$ cat src/rtl/sar_conv_ctrl.sv
// sar_conv_ctrl: control-side sequencer for a SAR ADC core.
// It runs a timed sample phase and then enables the SAR for the bit decisions.
// It counts comparator strobes (Op|Om) and captures the D word once NBITS decisions
// have been made. Each result goes to the back end over a valid/ready port.
// Conversions run single-shot (start) or back-to-back (cont).
//
// Ports:
//   clk, rst                 clock; asynchronous active-high reset
//   start, cont              single-shot pulse / continuous-mode level
//   Op, Om, d_in             comparator strobes and SAR result word
//   En, sample, busy         SAR enable, sampling switch, sequencer-active (all registered)
//   dout, dout_valid,
//   dout_ready               result port (valid/ready)
//   overrun, timeout,
//   clr_flags                sticky error flags and their synchronous clear
module sar_conv_ctrl #(
  parameter int NBITS       = 8,
  parameter int SAMPLE_CYC  = 4,
  parameter int TIMEOUT_CYC = 32
) (
  input  logic             clk,
  input  logic             rst,
  input  logic             start,
  input  logic             cont,
  input  logic             Op,
  input  logic             Om,
  input  logic [NBITS-1:0] d_in,
  output logic             En,
  output logic             sample,
  output logic             busy,
  output logic [NBITS-1:0] dout,
  output logic             dout_valid,
  input  logic             dout_ready,
  output logic             overrun,
  output logic             timeout,
  input  logic             clr_flags
);

  localparam int DW = $clog2(NBITS + 1);
  localparam int CW = $clog2(TIMEOUT_CYC + 1);
  localparam int SW = (SAMPLE_CYC > 1) ? $clog2(SAMPLE_CYC) : 1;

  localparam logic [2:0] S_IDLE    = 3'd0;
  localparam logic [2:0] S_SAMPLE  = 3'd1;
  localparam logic [2:0] S_CONVERT = 3'd2;
  localparam logic [2:0] S_CAPTURE = 3'd3;
  localparam logic [2:0] S_RECOVER = 3'd4;

  logic [2:0]    state;
  logic [2:0]    state_nxt;
  logic [DW-1:0] dcnt;
  logic [DW-1:0] dcnt_inc;
  logic [CW-1:0] cyc;
  logic [CW-1:0] cyc_inc;
  logic [SW-1:0] scnt;
  logic          decision;
  logic          conv_done;
  logic          conv_abort;
  logic          cap_load;
  logic          cap_drop;
  logic          accept;

  // A cycle with both strobes high is still a single decision.
  assign decision = Op | Om;
  assign dcnt_inc = dcnt + DW'(decision);
  assign cyc_inc  = cyc + CW'(1);

  // The last decision wins over the timeout when both land on the same edge.
  assign conv_done  = (state == S_CONVERT) && (dcnt_inc == DW'(NBITS));
  assign conv_abort = (state == S_CONVERT) && !conv_done && (cyc_inc == CW'(TIMEOUT_CYC));

  // A capture may load when the output register is free or is being emptied on
  // this very edge; otherwise the new word is dropped and flagged.
  assign accept   = dout_valid && dout_ready;
  assign cap_load = (state == S_CAPTURE) && (!dout_valid || dout_ready);
  assign cap_drop = (state == S_CAPTURE) && dout_valid && !dout_ready;

  always_comb begin
    state_nxt = state;
    case (state)
      S_IDLE: begin
        if (start || cont) state_nxt = S_SAMPLE;
      end
      S_SAMPLE: begin
        if (scnt == SW'(SAMPLE_CYC - 1)) state_nxt = S_CONVERT;
      end
      S_CONVERT: begin
        if (conv_done)       state_nxt = S_CAPTURE;
        else if (conv_abort) state_nxt = S_RECOVER;
      end
      S_CAPTURE: begin
        state_nxt = S_RECOVER;
      end
      S_RECOVER: begin
        state_nxt = cont ? S_SAMPLE : S_IDLE;
      end
      default: begin
        state_nxt = S_IDLE;
      end
    endcase
  end

  // State and the phase outputs are registered together from the next state,
  // so En/sample/busy change on the same edge as the state they belong to.
  always_ff @(posedge clk or posedge rst) begin
    if (rst) begin
      state  <= S_IDLE;
      En     <= 1'b0;
      sample <= 1'b0;
      busy   <= 1'b0;
    end else begin
      state  <= state_nxt;
      // En stays high through CAPTURE so the SAR keeps D stable while it is loaded.
      En     <= (state_nxt == S_CONVERT) || (state_nxt == S_CAPTURE);
      sample <= (state_nxt == S_SAMPLE);
      busy   <= (state_nxt != S_IDLE);
    end
  end

  // Sample-phase length counter; it only runs while staying in SAMPLE.
  always_ff @(posedge clk or posedge rst) begin
    if (rst) begin
      scnt <= '0;
    end else if ((state == S_SAMPLE) && (state_nxt == S_SAMPLE)) begin
      scnt <= scnt + SW'(1);
    end else begin
      scnt <= '0;
    end
  end

  // Decision and CONVERT-cycle counters. They count only in CONVERT and clear in
  // RECOVER, so neither can pass NBITS / TIMEOUT_CYC.
  always_ff @(posedge clk or posedge rst) begin
    if (rst) begin
      dcnt <= '0;
      cyc  <= '0;
    end else if (state == S_CONVERT) begin
      dcnt <= dcnt_inc;
      cyc  <= cyc_inc;
    end else if (state == S_RECOVER) begin
      dcnt <= '0;
      cyc  <= '0;
    end
  end

  // Result register. A load on the same edge as an accept keeps valid high
  // with the new word.
  always_ff @(posedge clk or posedge rst) begin
    if (rst) begin
      dout       <= '0;
      dout_valid <= 1'b0;
    end else if (cap_load) begin
      dout       <= d_in;
      dout_valid <= 1'b1;
    end else if (accept) begin
      dout_valid <= 1'b0;
    end
  end

  // Sticky flags: a set event beats a clear on the same edge.
  always_ff @(posedge clk or posedge rst) begin
    if (rst) begin
      overrun <= 1'b0;
      timeout <= 1'b0;
    end else begin
      if (cap_drop)       overrun <= 1'b1;
      else if (clr_flags) overrun <= 1'b0;
      if (conv_abort)     timeout <= 1'b1;
      else if (clr_flags) timeout <= 1'b0;
    end
  end

endmodule

$ cat config.mk
export PLATFORM = sky130hd
export DESIGN_NAME = sar_conv_ctrl
export DESIGN_NICKNAME = d
export VERILOG_FILES = /design/src/rtl/sar_conv_ctrl.sv
export SDC_FILE = /design/constraint.sdc
export NUM_CORES = 1
export LEC_CHECK = 0
export CAP_MARGIN = 20
export CELL_PAD_IN_SITES_DETAIL_PLACEMENT = 1
export CELL_PAD_IN_SITES_GLOBAL_PLACEMENT = 1
export CORE_ASPECT_RATIO = 0.6
export CORE_MARGIN = 4
export CORE_UTILIZATION = 41
export DETAILED_ROUTE_END_ITERATION = 10
export GPL_ROUTABILITY_DRIVEN = 1
export GPL_TIMING_DRIVEN = 0
export PLACE_DENSITY_LB_ADDON = 0.12
export SLEW_MARGIN = 15
export SYNTH_ARGS = -nofsm -noshare
export SYNTH_HDL_FRONTEND = slang
export SYNTH_SLANG_ARGS = --single-unit
$ cat constraint.sdc
create_clock -name clk -period 3.89 [get_ports clk]
set_input_delay 0.778 -clock clk [delete_from_list [all_inputs] [get_ports clk]]
set_output_delay 0.778 -clock clk [all_outputs]
set_load 0.005 [all_outputs]
==> flow_summary.yaml <==
synth:
  synth-simple-area-share_pct: 14.6
  synth_compound_area_share_pct: 11.5
  ys_seq_area_share_pct: 54.9
  muxShareOfSynthArea_pct: 7.58
  syn_inst: 115
  synth_ff_type: "dfrtp_1"
  synth_top_family_by_area: "simple AND/OR/NAND/NOR gates"
  synthAdderAreaFrac_pct: 4.73
  synth_top_area_share_pct: 54.9
  synth.avg_cell_area_um2: 11.5
  ys_ff_latch: 29
  syn-cell-area_um2: 1320
  synth_xor_area_share_pct: 3.98
  synth_nets: 136
  synth_edf_count: 0
  synth_area_leaders: "dfrtp_1 (55%), mux2_2 (6.8%), ha_1 (4.7%), o21ai_0 (4.2%), a22o_1 (2.7%)"
  ys_types: 31
  synth-async-reset-ratio_pct: 100
  yosysWarnings: 0
  synth_top_area_cell: "dfrtp_1"
drt:
  vias_per_cell: 5.32
  wire_per_inst_um: 16.9
  totalWireLength_um: 3290
  highest-signal-layer: "met4"
  met3_length_um: 124
  wl_met2_um: 1660
  final_antenna_net_count: 0
  wl_met1_um: 1450
  vias: 1037
  first_pass_iters: 4
  drtIter0Drc: 45
  drc: 0
clock_tree:
  clkLatencyLatePin_ns: 0.27
  cts.clk_slew.worst_paths_ns: 0.06
  clockBufferDepth: 2
  tritoncts: "done"
  clock-sinks: 29
  cts_setup_buffers: 0
  cts-resized-gates: 0
  ctsHoldBuffers: 0
  cts_made_buffers: 5
  htree_num_levels: 2
  ctsRootBufferMaster: "clkbuf_8"
timing:
  min_period_over_period_pct: 64.3
  fmax_mhz: 400
  max-slew-margin-rel_pct: 65.3
  setup_ws_ns: 1.39
  tightestPinTransition_ns: 0.515
  final_hold_viol_count: 0
  final_max_slew_viol_count: 0
  fin_crit_ns: 2.50
  rsz0062_at_grt: "false"
  tns_ns: 0
  clock_skew_ns: 0.00616
  setup_violations: 0
cells_and_area:
  post-route-util_pct: 59.5
  nets: 173
  antenna_cells: 0
  drive_gt1_share_pct: 14.4
  fill_cells: 305
  areaGrowthSynthToFinish_pct: 34.3
die:
  die_w_um: 81.3
  die_h_um: 52.0
  die_area_um2: 4220
  row_count: 15
  start_util_pct: 44.3
  core_um2: 2980
  ioPinCount: 30
placement:
  port_buffers: 29
  dp_hpwl_um: 2460
  place_congestion: 0.715
  place_ws_ns: 1.09
setup_path:
  cpMostUsedCell: "ha_1"
  rr_worst_depth: 6
  cp_num_cells: 8
  r2r-end: "En$_DFF_PP0_"
  crit_family: "simple AND/OR/NAND/NOR gates"
  worst_ep_required_time_ns: 4.04
  crit_type: "input port to register"
  path_max_fanout: 4
  critPathCapture: "timeout$_DFFE_PP0P_"
  cp_slowest_cell: "clkdlybuf4s50_1"
  arrival_ns: 2.65
  worstPathCellList: "clkdlybuf4s50_1 -> or2_2 -> ha_1 -> ha_1 -> xor2_1 -> nor3_1 -> a211o_1 -> o21ai_0"
  critPathMaxStageDelay_ns: 0.39
  critPathLaunch: "Om"
  r2r-start: "cyc[0]$_DFFE_PP0P_"
  end_kind: "register"
  cp.buffers_inverters: 1
  start_kind: "input port"
  reg2reg_slack_ns: 1.88
power_and_ir_drop:
  power_density_nw_per_um2: 638
  irDropWorstVdd_mv: 0.346
  p_leak_nw: 0.796
global_route:
  antenna_found_initial: 0
  grt_pass1_vias: 1199
  overflow: 0
  grt_pass1_wl_um: 5780
  grt_max_degree: 21
  grt_usage_pct: 18.4
hold_path:
  hold_path.startpoint: "scnt[0]$_DFF_PP0_"
  hold_class: "register to register"
  holdPathStages: 1
status:
  outcome: "complete, no violations"
job:
  maxCapViolations: 0
-- layer usage --
layer | vias to the layer above | global-route usage (%)
li1 | 481 | -
met1 | 530 | 22.0
met2 | 19 | 30.4
met3 | 7 | 5.88
met4 | 0 | 8.15
met5 | - | 0
-- synth_stat cells (all sizes together), types with 2 or more instances --
master  count
xor2        3
ha          5
xnor2       3
nand3b      2
nand3       5
inv         5
nor2        6
a22o        4
a21oi       2
dfrtp      29
buf         3
o21ai      11
mux2        8
nand2b      2
o22ai       2
nand2       9
a21o        2
nor4        2
-- per-stage QoR --
| stage | instance area, µm² | power [mW] | cells | hold slack [ns] |
|---|---|---|---|---|
| floorplan | 1320 | 0.691 | 115 | 0.415 |
| detailed placement | 1690 | 0.905 | 187 | 0.444 |
| global placement | 1660 | 0.869 | 186 | 0.429 |
| global route | 1770 | 1.22 | 195 | 0.461 |
| finish | 1770 | 1.13 | 195 | 0.445 |
| CTS | 1770 | 1.14 | 195 | 0.455 |
-- report_power, final --
group | internal [mW] | leakage, nW | switching [mW]
clock | 0.124 | 0.0450 | 0.110
combinational | 0.247 | 0.382 | 0.184
sequential | 0.404 | 0.369 | 0.0636
-- sequential cells by signal, indices dropped and copies added (netlist names) --
register    count
timeout         1
cyc             6
dout_valid      1
En              1
overrun         1
dout            8
busy            1
state           3
sample          1
scnt            2
dcnt            4
-- cell type report --
| class | count | area [µm²] | area share [%] |
|---|---|---|---|
| Inverter | 5 | 18.8 | 1.06 |
| Multi-Input combinational cell | 78 | 559 | 31.5 |
| Tap cell | 42 | 52.6 | 2.96 |
| Sequential cell | 29 | 726 | 40.9 |
| Clock inverter | 2 | 10.0 | 0.564 |
| Buffer | 3 | 17.5 | 0.987 |
| Timing Repair Buffer | 30 | 318 | 17.9 |
| Clock buffer | 6 | 72.6 | 4.09 |
-- worst min path at each step --
stage,end
after floorplan,scnt[0]$_DFF_PP0_
after global placement,scnt[0]$_DFF_PP0_
after detailed placement,scnt[0]$_DFF_PP0_
after CTS,scnt[0]$_DFF_PP0_
after global routing,scnt[0]$_DFF_PP0_
final,scnt[0]$_DFF_PP0_
-- cells in the final DEF, fill, tap and decap left out, types with 2 or more instances in the layout --
cell	count
dfrtp_1	29
clkdlybuf4s50_1	29
o21ai_0	11
nand2_1	9
mux2_2	8
nor2_1	6
inv_1	5
nand3_1	5
ha_1	5
clkbuf_8	5
a22o_1	4
xor2_1	3
xnor2_1	3
buf_2	2
nand3b_1	2
a21oi_1	2
nor4_1	2
a21o_1	2
nand2b_1	2
o22ai_1	2
clkinv_2	2
-- worst register-to-register path: stages, from the launching register on --
cell     delay [ns]
dfrtp_1        0.44
ha_1           0.30
or4b_1         0.49
o21ai_0        0.10
a31oi_1        0.09
a211o_1        0.30
a21o_1         0.19
-- cells by family after synthesis --
group / count (synthesis)
AND/OR/NAND/NOR: 34
adder cells (fa/ha/maj): 5
flip-flops: 29
AO/OA/AOI/OAI: 24
buffers and inverters: 8
multiplexers: 9
XOR/XNOR: 6
Power figures use the tool's default switching activity.
